**src/rtl/ctrl_wei_pkg.sv**
```systemverilog
// Shared definitions for the weight scheduler: state encoding, index-width helper
// and default sizing.
package ctrl_wei_pkg;

    localparam int DEF_NUM_PEC        = 48;
    localparam int DEF_PREFETCH_DEPTH = 3;

    typedef enum logic [1:0] {
        ST_IDLE     = 2'd0,
        ST_PREFETCH = 2'd1,
        ST_WAITGET  = 2'd2,
        ST_WAITVAL  = 2'd3
    } state_t;

    // Never returns 0, so a single-PEC build still gets a 1-bit index.
    function automatic int clog2(input int n);
        int r;
        r = 0;
        while ((1 << r) < n) r++;
        return (r < 1) ? 1 : r;
    endfunction

endpackage

```
**src/rtl/ctrl_wei_pick.sv**
```systemverilog
// Next-enabled-PEC finder: highest enabled index below i_from, else wraps to the
// highest enabled index below i_n_act. o_any is low when nothing below i_n_act is enabled.
module ctrl_wei_pick
    import ctrl_wei_pkg::*;
#(
    parameter int NUM_PEC = DEF_NUM_PEC,
    parameter int IDW     = clog2(NUM_PEC)
) (
    input  logic [IDW:0]       i_from,
    input  logic [IDW:0]       i_n_act,
    input  logic [NUM_PEC-1:0] i_mask,
    output logic [IDW-1:0]     o_idx,
    output logic               o_any
);

    logic [IDW-1:0] w_below;
    logic           w_has_below;
    logic [IDW-1:0] w_top;
    logic           w_has_top;

    // Ascending scan: the last hit is the highest qualifying index.
    always_comb begin
        w_below     = '0;
        w_has_below = 1'b0;
        w_top       = '0;
        w_has_top   = 1'b0;
        for (int i = 0; i < NUM_PEC; i++) begin
            if (i_mask[i]) begin
                if (i < int'(i_from)) begin
                    w_below     = IDW'(i);
                    w_has_below = 1'b1;
                end
                if (i < int'(i_n_act)) begin
                    w_top     = IDW'(i);
                    w_has_top = 1'b1;
                end
            end
        end
        o_idx = w_has_below ? w_below : w_top;
        o_any = w_has_top;
    end

endmodule

```
**src/rtl/ctrl_wei_sched.sv**
```systemverilog
// Weight scheduler: prefetches a burst of weight sets, then hands one set to each active
// PEC in descending order. Optional per-PEC mask enabled by defining CTRL_WEI_MASK_EN.
module ctrl_wei_sched
    import ctrl_wei_pkg::*;
#(
    parameter int NUM_PEC        = DEF_NUM_PEC,
    parameter int PREFETCH_DEPTH = DEF_PREFETCH_DEPTH,
    localparam int IDW           = clog2(NUM_PEC)
) (
    input  logic               clk,
    input  logic               rst,
    input  logic               top_sta,
    input  logic               gbf_flg_val,
    input  logic               gbf_wei_val,
    input  logic [IDW:0]       cfg_num_pec,
`ifdef CTRL_WEI_MASK_EN
    input  logic [NUM_PEC-1:0] cfg_pec_mask,
`endif
    input  logic               dis_rdy_wei,
    input  logic [NUM_PEC-1:0] pec_get_wei,
    input  logic               fnh_frm,
    input  logic               fnh_cfg,
    output logic [NUM_PEC-1:0] pec_rdy_wei,
    output logic               pls_fetch,
    output logic [IDW-1:0]     cur_pec,
    output logic               busy,
    output logic               err_get,
    output logic [1:0]         dbg_state
);

    localparam logic [IDW:0]   NP_W    = (IDW+1)'(NUM_PEC);
    localparam logic [3:0]     PD_W    = 4'(PREFETCH_DEPTH);
    localparam logic [IDW-1:0] TOP_IDX = IDW'(NUM_PEC - 1);

    state_t             r_state;
    logic [3:0]         r_pf_cnt;
    logic [IDW-1:0]     r_cur_pec;
    logic [IDW:0]       r_n_act;
    logic [NUM_PEC-1:0] r_mask;
    logic [NUM_PEC-1:0] r_rdy;
    logic               r_err;

    logic               w_wei_val;
    logic               w_in_idle;
    logic [IDW:0]       w_n_act_in;
    logic [NUM_PEC-1:0] w_mask_in;
    logic [NUM_PEC-1:0] w_pick_mask;
    logic [IDW:0]       w_pick_n_act;
    logic [IDW:0]       w_pick_from;
    logic [IDW-1:0]     w_pick_idx;
    logic               w_pick_any;
    logic [NUM_PEC-1:0] w_cur_onehot;
    logic               w_any_get;
    logic               w_bad_get;

`ifdef CTRL_WEI_MASK_EN
    assign w_mask_in = cfg_pec_mask;
`else
    assign w_mask_in = '1;
`endif

    assign w_wei_val  = gbf_flg_val & gbf_wei_val;
    assign w_in_idle  = (r_state == ST_IDLE);
    assign w_n_act_in = (cfg_num_pec == '0 || cfg_num_pec > NP_W) ? NP_W : cfg_num_pec;

    // In IDLE the picker looks at the incoming config so cur_pec is valid on entry;
    // WAITVAL steps down from cur_pec, everywhere else it restarts from the top.
    assign w_pick_mask  = w_in_idle ? w_mask_in : r_mask;
    assign w_pick_n_act = w_in_idle ? w_n_act_in : r_n_act;
    assign w_pick_from  = (r_state == ST_WAITVAL) ? {1'b0, r_cur_pec} : w_pick_n_act;

    ctrl_wei_pick #(
        .NUM_PEC (NUM_PEC),
        .IDW     (IDW)
    ) u_pick (
        .i_from  (w_pick_from),
        .i_n_act (w_pick_n_act),
        .i_mask  (w_pick_mask),
        .o_idx   (w_pick_idx),
        .o_any   (w_pick_any)
    );

    assign w_cur_onehot = NUM_PEC'(1) << r_cur_pec;
    assign w_any_get    = |pec_get_wei;
    assign w_bad_get    = w_any_get &&
                          ((r_state != ST_WAITGET) || ((pec_get_wei & ~w_cur_onehot) != '0));

    assign pls_fetch = !rst && w_wei_val &&
                       (((r_state == ST_PREFETCH) && (r_pf_cnt < PD_W)) ||
                        (r_state == ST_WAITVAL));

    always_ff @(posedge clk) begin
        if (rst) begin
            r_state   <= ST_IDLE;
            r_pf_cnt  <= '0;
            r_cur_pec <= TOP_IDX;
            r_n_act   <= NP_W;
            r_mask    <= '1;
            r_rdy     <= '0;
            r_err     <= 1'b0;
        end else begin
            case (r_state)
                ST_IDLE: begin
                    if (top_sta && w_pick_any) begin
                        r_state   <= ST_PREFETCH;
                        r_pf_cnt  <= '0;
                        r_n_act   <= w_n_act_in;
                        r_mask    <= w_mask_in;
                        r_cur_pec <= w_pick_idx;
                    end
                end
                ST_PREFETCH: begin
                    if (w_wei_val) begin
                        if (r_pf_cnt < PD_W) r_pf_cnt <= r_pf_cnt + 4'd1;
                        else                 r_state  <= ST_WAITGET;
                    end
                end
                ST_WAITGET: begin
                    if (fnh_cfg) begin
                        r_state <= ST_IDLE;
                    end else if (fnh_frm) begin
                        r_state   <= ST_PREFETCH;
                        r_pf_cnt  <= '0;
                        r_cur_pec <= w_pick_idx;
                    end else if (w_any_get) begin
                        r_state <= ST_WAITVAL;
                    end
                end
                ST_WAITVAL: begin
                    if (w_wei_val) begin
                        r_state   <= ST_WAITGET;
                        r_cur_pec <= w_pick_idx;
                    end
                end
                default: r_state <= ST_IDLE;
            endcase

            // A take or a frame end withdraws the offer, even if it would be re-offered now.
            if (w_any_get || fnh_frm)                       r_rdy <= '0;
            else if (dis_rdy_wei && r_state == ST_WAITGET)  r_rdy <= w_cur_onehot;

            if (w_bad_get) r_err <= 1'b1;
        end
    end

    assign pec_rdy_wei = r_rdy;
    assign cur_pec     = r_cur_pec;
    assign busy        = (r_state != ST_IDLE);
    assign err_get     = r_err;
    assign dbg_state   = r_state;

endmodule

```
**config.mk**
```make
export PLATFORM = sky130hd
export DESIGN_NAME = ctrl_wei_sched
export DESIGN_NICKNAME = d
export VERILOG_FILES = /design/src/rtl/ctrl_wei_pkg.sv /design/src/rtl/ctrl_wei_pick.sv /design/src/rtl/ctrl_wei_sched.sv
export SDC_FILE = /design/constraint.sdc
export NUM_CORES = 1
export LEC_CHECK = 0
export CORE_AREA = 2 2 127 159
export CTS_BUF_LIST = sky130_fd_sc_hd__clkbuf_2 sky130_fd_sc_hd__clkbuf_4 sky130_fd_sc_hd__clkbuf_8
export DETAILED_ROUTE_END_ITERATION = 6
export DIE_AREA = 0 0 129 161
export GPL_TIMING_DRIVEN = 0
export PLACE_DENSITY = 0.52
export SYNTH_ARGS = -nofsm -noshare
export SYNTH_HDL_FRONTEND = slang
export SYNTH_SLANG_ARGS = --single-unit
```
**constraint.sdc**
```tcl
create_clock -name clk -period 2.7 [get_ports clk]
set_input_delay 0.405 -clock clk [delete_from_list [all_inputs] [get_ports clk]]
set_output_delay 0.405 -clock clk [all_outputs]
set_load 0.01 [all_outputs]
```
## Word-level counts from Yosys, hierarchy flattened

Cells that the tools add are included.

| operators by class | value |
|---|---|
| $add $sub $neg | 1 |
| magnitude comparators | 98 |
| equal/unequal tests | 12 |
| shifts and indexed selects | 1 |
| multiplexer cells | 213 |
| bitwise gates (word level) | 3 |
| reductions and logical operators | 23 |

Operators by type and width:

| cell | count |
|---|---|
| $lt A5 B7 Y1 const A | 32 |
| $lt A6 B7 Y1 const A | 32 |
| $mux W6 | 37 |
| $mux W5 | 32 |
| $lt A4 B7 Y1 const A | 16 |
| $mux W1 | 98 |
| $mux W4 | 21 |
| $lt A3 B7 Y1 const A | 8 |
| $and A48 B48 Y48 | 1 |
| $not A48 Y48 | 1 |
| $reduce_bool A48 Y1 | 1 |
| $reduce_or A48 Y1 | 1 |
| $shl A1 B6 Y48 const A | 1 |
| $lt A1 B7 Y1 const A | 4 |
| $lt A2 B7 Y1 const A | 4 |
| $mux W3 | 8 |
| $mux W2 | 11 |
| $mux W7 | 3 |
| $pmux W6 S3 | 1 |
| $ne A2 B2 Y1 const B | 6 |
| $pmux W4 S3 | 1 |
| $reduce_and A5 Y1 | 2 |
| $pmux W2 S4 | 1 |
| $gt A7 B6 Y1 const B | 1 |
| 17 further kinds | 28 |

| word-level totals | value |
|---|---|
| flip-flop bits (word level) | 68 |
| bits of input ports | 63 |
| output and inout port bits | 59 |
| word-level logic and storage cells | 357 |

## Logic depth before layout (Yosys ltp)

Gate-level depths: netlist of run 1.

| logic depth | value |
|---|---|
| depth in word-level cells | 58 |
| mapped depth | 11 |
| depth with buffers taken out | 9 |

## By module

From an unflattened synthesis of run 1, not the netlist that was laid out.

| second synthesis, totals | value |
|---|---|
| cells, all modules | 945 |
| area, all modules | 6,376.1 um^2 |

By module, submodules not included:

| module | instances | cells each | area each (um^2) | seq. area each (um^2) |
|---|---|---|---|---|
| ctrl_wei_sched | 1 | 471 | 3,574.7 | 1,361.3 |
| ctrl_wei_pick | 1 | 474 | 2,801.4 | 0.0 |

## Worst setup path before layout of run 1

Ideal clock, no wire load.

| timing | value |
|---|---|
| kind | input-to-reg |
| from | input port cfg_num_pec[2] |
| to | register r_cur_pec[2], in the netlist cur_pec[2] |
| library setup time | 0.120 ns |
| arrival | 2.455 ns |
| required time | 2.580 ns |
| path slack | 0.126 ns |
| stages | 9 |
| buffers on the path | 1 |
| cells stage by stage | buf_6 > or4_4 > or3_4 > and2_4 > a211o_1 > o21ai_2 > a211oi_1 > a21o_1 > o31a_1 |

| between the ends | value |
|---|---|
| longest elaborated chain between the ends | 58 |
| elaborated cells on any way between the ends | 295 |
| classes of those cells | 97 x order compare; 1 x eq/ne; 193 x mux; 4 x reduce/logical |

RTL lines:

| item | RTL line | text |
|---|---|---|
| from (decl) | ctrl_wei_sched.sv:15 | `input logic [IDW:0] cfg_num_pec,` |
| $gt A7 B6 Y1 or $logic_not A7 Y1 (tied branches) | ctrl_wei_sched.sv:64 | `assign w_n_act_in = (cfg_num_pec == '0 \|\| cfg_num_pec > NP_W) ? NP_W : cfg_num_pec;` |
| $logic_or A1 B1 Y1 | ctrl_wei_sched.sv:64 |  |
| $mux W7 * | ctrl_wei_sched.sv:64 |  |
| $mux W7 * | ctrl_wei_sched.sv:69 | `assign w_pick_n_act = w_in_idle ? w_n_act_in : r_n_act;` |
| $mux W7 | ctrl_wei_sched.sv:70 | `assign w_pick_from = (r_state == ST_WAITVAL) ? {1'b0, r_cur_pec} : w_pick_n_act;` |
| $lt A1 B7 Y1 | ctrl_wei_pick.sv:29 | `if (i < int'(i_from)) begin` |
| $mux W1 (48 in series) | ctrl_wei_pick.sv:29 |  |
| $mux W6 | ctrl_wei_pick.sv:39 | `o_idx = w_has_below ? w_below : w_top;` |
| $mux W6 | ctrl_wei_sched.sv:121 | `end else if (fnh_frm) begin` |
| $mux W6 | ctrl_wei_sched.sv:119 | `if (fnh_cfg) begin` |
| $pmux W6 S3 | ctrl_wei_sched.sv:102 | `case (r_state)` |
| to (signal assigned) | ctrl_wei_sched.sv:109 | `r_cur_pec <= w_pick_idx;` |
| to (signal assigned) | ctrl_wei_sched.sv:124 | `r_cur_pec <= w_pick_idx;` |
| to (signal assigned) | ctrl_wei_sched.sv:132 | `r_cur_pec <= w_pick_idx;` |
| to (decl) | ctrl_wei_sched.sv:37 | `logic [IDW-1:0] r_cur_pec;` |

Every way passes the cells marked *; elsewhere a longest branch is shown, timed or not. The select of a mux whose other input is x is not followed.
A chain may end at the register's enable or synchronous reset.

## Final worst setup path of run 1

| timing | value |
|---|---|
| from | register r_cur_pec[2], in the netlist cur_pec[2] |
| to | register r_err, in the netlist err_get |

| between the ends | value |
|---|---|
| longest elaborated chain between the ends | 6 |

RTL lines:

| item | RTL line | text |
|---|---|---|
| $shl A1 B6 Y48 | ctrl_wei_sched.sv:83 | `assign w_cur_onehot = NUM_PEC'(1) << r_cur_pec;` |
| $not A48 Y48 | ctrl_wei_sched.sv:86 | `((r_state != ST_WAITGET) \|\| ((pec_get_wei & ~w_cur_onehot) != '0));` |
| $and A48 B48 Y48 | ctrl_wei_sched.sv:86 |  |
| $reduce_bool A48 Y1 | ctrl_wei_sched.sv:86 |  |
| $logic_or A1 B1 Y1 | ctrl_wei_sched.sv:86 |  |
| $logic_and A1 B1 Y1 | ctrl_wei_sched.sv:85 | `assign w_bad_get = w_any_get &&` |
| to (signal assigned) | ctrl_wei_sched.sv:100 | `r_err <= 1'b0;` |
| to (signal assigned) | ctrl_wei_sched.sv:142 | `if (w_bad_get) r_err <= 1'b1;` |
| to (decl) | ctrl_wei_sched.sv:41 | `logic r_err;` |

Every way passes these cells.

==> impl_metrics.yaml, run 1 <==
logic_synthesis:
  synthesis.area_um2: 4740
  synthTopCellsByCount: "nor2_1, dfxtp_1, a21oi_1"
  synth-xor-area-share: 0
  synth-compound-area-share: 0.321
  async_flop_share: 0
  ys.flop_type: "dfxtp_1"
  synth_nets: 701
  synth_edf_count: 0
  yosysTopAreaCellShare: 0.287
  synth-adder-area-share: 0.00264
  yosysMostFrequentCell: "nor2_1"
  synthTopCellsByArea: "dfxtp_1, a21oi_1, nor2_1"
  seq_area_frac_synth: 0.287
  synth_mux_area_frac: 0.0304
  syn_inst: 637
  yosysTopAreaCell: "dfxtp_1"
  synth_top_family_by_area: "compound AO/OA/AOI/OAI gates"
  ys_ff_latch: 68
  avgSynthCellArea_um2: 7.44
  yosys.cell_types.count: 82
  yosys_warnings: 0
  yosys.area_share.simple: 0.295
final_layout:
  final_layout_size_suffix_gt1_frac: 0.171
  area_growth_pct: 45.6
  antennaDiodeCount: 0
  design_area_um2: 6900
  fin_nets: 838
sta:
  fin_crit_sh: 0.977
  setup_viol: 0
  tightest_slew_ps: 673
  layout_setup_ws_ps: 61.6
  rsz0062_at_grt: "yes"
  finalHoldViolCount: 0
  drv_slew: 0
  fmax_mhz: 379
  period_minus_slack_ps: 2640
  slew_headroom: 0.551
  totalNegativeSetupSlack_ps: 0
  fin_worst_skew_ps: 12.7
grt:
  antenna_found_initial: 0
  grt_usage: 0.192
  grt_pass1_wl_um: 30700
  grt_start_max_net_pins: 20
  overflow: 0
  first_global_vias: 5455
floorplanning:
  num_io_pins: 122
  core_um2: 19300
  placementRows: 57
  die_area_um2: 20800
  initial_core_util: 0.245
  die_y_um: 161
  die_w_um: 129
clock_network:
  insertion_delay_ps: 380
  cts_tree: "done"
  clockBufferDepth: 2
  holdBufCountCts: 0
  cts_sinks: 68
  h-tree-depth: 3
  cts_buffers: 9
  root_buffer: "clkbuf_8"
  clk_transition_reported_paths_ps: 80
power:
  peakVddDrop_v: 0.000261
  p_total_w: 0.00282
  power_density_nw_per_um2: 408
  p_leak_nw: 2.35
critical_path:
  cp-start-kind: "flop"
  crit_required_ps: 2960
  endpoint_kind: "flop"
  cp_max_fo: 10
  critical_path_class: "reg -> reg"
  cp.arrival_ps: 2900
drt:
  finalWirelength_um: 20300
  vias: 5690
  first_pass_iters: 5
  first_iter_violations: 418
  post_drt_wl_per_cell_um: 19.5
  postRouteAntennaNets: 0
  post-route-drc-count: 0
  via_per_inst: 5.46
hold_path:
  hold_path_class: "in -> reg"
run:
  cap_violations: 0
status:
  status: "complete, no violations"
placed_design:
  post_dp_cell_area_um2: 6270
  place_hpwl_um: 15600
  place.gp.congestion: 0.935
  placement.io_buffers: 120
  place_ws_ps: -821
[stage by stage]
stage	utilization	hold slack (ps)	cells
6_report	0.357	311	1043
3_3_place_gp	0.324	440	1022
5_1_grt	0.357	300	1043
4_1_cts	0.345	287	1036
2_1_floorplan	-	426	637
3_5_place_dp	0.324	445	1022
[worst max-delay path, stage by stage (launching register included)]
cell and delay (ps):
dfxtp_4 380, buf_6 150, or4b_4 570, buf_4 160, o31ai_2 170, nand4_1 140
or4_4 520, o41ai_4 320, a21oi_1 100
[area by class of cell]
type / count / area, um^2
fill: 2063 / 12400
clock inverter: 6 / 90.1
inverter: 10 / 37.5
timing repair buffer: 128 / 1250
tap: 265 / 332
clock buffer: 9 / 124
buffer: 46 / 307
multi-input combinational: 511 / 3380
sequential: 68 / 1370
[layout by cell type (no fill, tap or decap), types with 11 or more instances in the layout]
cell | Yosys | layout
a21oi_1 | 66 | 64
a22oi_1 | 24 | 24
buf_4 | 4 | 12
clkbuf_1 | 24 | 12
clkdlybuf4s50_1 | 0 | 114
dfxtp_1 | 68 | 63
mux2i_1 | 11 | 11
nand2_1 | 50 | 44
nand3_1 | 25 | 23
nand4_1 | 15 | 15
nor2_1 | 80 | 76
nor3_1 | 24 | 23
nor4_1 | 21 | 17
o21ai_0 | 24 | 21
o22ai_1 | 15 | 15
[power by group]
part | leakage [nW] | internal (W) | switching, W | total, W
clock | 0.105 | 0.000516 | 0.000448 | 0.000964
sequential | 0.551 | 0.00102 | 0.0000256 | 0.00105
combinational | 1.69 | 0.000330 | 0.000476 | 0.000806
total | 2.35 | 0.00187 | 0.000949 | 0.00282
[registers in the layout, indices dropped and copies added (netlist names)]
register     flops
r_n_act          7
err_get          1
cur_pec          6
r_pf_cnt         4
pec_rdy_wei     48
dbg_state        2
[timing repair]
item / 4_1_cts / 5_1_grt
hold endpoints to repair: 0 / 0
pin swaps: 3 / 10
setup endpoints to repair: 43 / 31
buffers inserted: 1 / 7
resized for setup: 57 / 65
[metal layers]
layer	GRT usage	share of wire	up-vias
met5	0	0	-
met4	0.0845	0.035	0
met3	0.0311	0.054	54
met2	0.334	0.49	229
met1	0.231	0.42	2706
li1	-	-	2701
[cells by family after synthesis]
group,count (synthesis)
AND/OR/NAND/NOR,272
AO/OA/AOI/OAI,225
flip-flops,68
buffers and inverters,58
multiplexers,13
adder cells (fa/ha/maj),1
[path summary, 6_finish.rpt]
check,endpoint,start,cells after the start,slack (ps)
worst max-delay path,err_get,cur_pec[2],8,60
worst min-delay path,r_n_act[2],cfg_num_pec[2],3,310
worst max register to register,err_get,cur_pec[2],8,60
worst min register to register,err_get,err_get,2,450
(Power assumes the default switching activity.)
==> inputs of run 2 (changes only) <==
Settings changed: CTS_BUF_LIST sky130_fd_sc_hd__clkbuf_2 sky130_fd_sc_hd__clkbuf_4 sky130_fd_sc_hd__clkbuf_8 to sky130_fd_sc_hd__clkbuf_8, CTS_CLUSTER_SIZE set to 10, SKIP_LAST_GASP set to 1.
==> run 2 against run 1 <==
Compared with the run above:
- clock power barely moved
- first-iteration DRC count fell by 4.8%
- highest routed layer unchanged
- largest power group unchanged
- setup slack improved by 0.71 ps
==> impl_metrics.yaml, run 2 (synthesis results as in run 1) <==
grt:
  grt_start_max_net_pins: 20
  overflow: 0
  first_global_vias: 5470
  grt_usage: 0.192
  antenna_found_initial: 0
  grt_pass1_wl_um: 30800
drt:
  post-route-drc-count: 0
  first_iter_violations: 398
  first_pass_iters: 5
  post_drt_wl_per_cell_um: 19.5
  via_per_inst: 5.44
  finalWirelength_um: 20300
  vias: 5673
  postRouteAntennaNets: 0
clock_network:
  clk_transition_reported_paths_ps: 80
  cts_tree: "done"
  insertion_delay_ps: 380
  root_buffer: "clkbuf_8"
  h-tree-depth: 3
  cts_buffers: 9
  holdBufCountCts: 0
  clockBufferDepth: 2
  cts_sinks: 68
placed_design:
  dpl.cell_count: 1022
  place_hpwl_um: 15600
  placement.io_buffers: 120
  place.gp.congestion: 0.935
critical_path:
  cp-start-kind: "flop"
  rrSetupSlack_ps: 60
  cp_max_fo: 10
  r2r_cells: 8
  cp.arrival_ps: 2900
  endpoint_kind: "flop"
  r2r-start: "cur_pec[2]"
  critical_path_class: "reg -> reg"
  r2r-end: "err_get"
  crit_required_ps: 2960
final_layout:
  n_fill_cell: 2065
  layout_commonest_cell: "clkdlybuf4s50_1"
  fin_nets: 838
  largest_reg_flops: 48
  final_layout_size_suffix_gt1_frac: 0.171
  final_cell_mix: "clkdlybuf4s50_1, nor2_1, a21oi_1"
  seq_area_um2: 1370
  antennaDiodeCount: 0
  layout.cells.non_filler: 1043
  multiInputGateArea_um2: 3380
  area_growth_pct: 45.6
power:
  pwr-share-seq: 0.372
  p_leak_nw: 2.35
  switching_share: 0.337
  power_density_nw_per_um2: 408
  peakVddDrop_v: 0.000261
  pwr-share-clk: 0.342
  pwr-share-comb: 0.286
  netSwitchingPower_w: 0.000948
  p_int_w: 0.00187
sta:
  setup_viol: 0
  rsz0062_at_grt: "yes"
  period_minus_slack_ps: 2640
  finalHoldViolCount: 0
  fin_worst_skew_ps: 13.8
  tightest_slew_ps: 669
  slew_headroom: 0.554
  fmax_mhz: 379
  hold_slack_ps: 315
  fin_crit_sh: 0.977
  drv_slew: 0
floorplanning:
  core_um2: 19300
  die_w_um: 129
  placementRows: 57
  die_y_um: 161
  initial_core_util: 0.245
  num_io_pins: 122
  die_area_um2: 20800
hold_path:
  whs_path_depth: 3
  hold_path_class: "in -> reg"
  hold_start: "cfg_num_pec[2]"
  whs_endpoint: "r_n_act[2]"
status:
  status: "complete, no violations"
run:
  cap_violations: 0
run 2: cell counts in the layout (fill, tap and decap cells not counted):
Identical to the previous run, type by type.
run 2: how the worst max path moves through the flow:
| stage | from | depth (start not counted) | end |
|---|---|---|---|
| after floorplan | cfg_num_pec[2] | 9 | cur_pec[2] |
| after global placement | cfg_num_pec[5] | 9 | cur_pec[1] |
| after detailed placement | cfg_num_pec[4] | 8 | cur_pec[2] |
| after CTS | cur_pec[0] | 9 | err_get |
| after global routing | dbg_state[0] | 9 | cur_pec[1] |
| final | cur_pec[2] | 8 | err_get |
run 2: power by group through the flow:
stage                     registers (W)  clock network (W)  logic, W
after CTS                       0.00104           0.000984  0.000754
final                           0.00105           0.000962  0.000806
after global placement          0.00106                  0  0.000722
after global routing            0.00105            0.00102  0.000856
after floorplan                 0.00106                  0  0.000406
after detailed placement        0.00106                  0  0.000715
run 2: through the flow:
stage	power (W)	worst slack, ps	TNS (ps)	util	instance area [um^2]
6_report	0.00282	62.3	0	0.357	6900
5_1_grt	0.00293	-2.94	-2.94	0.357	6900
4_1_cts	0.00278	-24.2	-24.2	0.344	6660
3_5_place_dp	0.00178	-821	-18190	0.324	6270
3_3_place_gp	0.00179	-931	-22060	0.324	6270
2_1_floorplan	0.00147	126	0	-	4740
run 2: worst max-delay path, cell delays in order (launching register included):
cell and delay (ps):
dfxtp_4 370, buf_6 150, or4b_4 580, buf_4 160, o31ai_2 170, nand4_1 140
or4_4 520, o41ai_4 310, a21oi_1 100
run 2: cell type report:
cell class                 instances  share of cell area
buffer                            46              0.0444
clock buffer                       9              0.0180
clock inverter                     6              0.0131
inverter                          10             0.00544
multi-input combinational        511               0.490
sequential                        68               0.199
tap                              265              0.0481
timing repair buffer             128               0.182
run 2: metal layers:
metal / routed length [um] / global-route usage / up-vias / share of wire
met1: 8500 / 0.232 / 2680 / 0.42
li1: - / - / 2702 / -
met5: 0 / 0 / - / 0
met3: 1150 / 0.0311 / 51 / 0.057
met4: 706 / 0.0909 / 0 / 0.035
met2: 9950 / 0.331 / 240 / 0.49
run 2: repair_timing:
action	CTS	global route
setup buffers	1	7
endpoints found under the setup margin	43	31
pin swaps	3	10
resized for setup	56	66
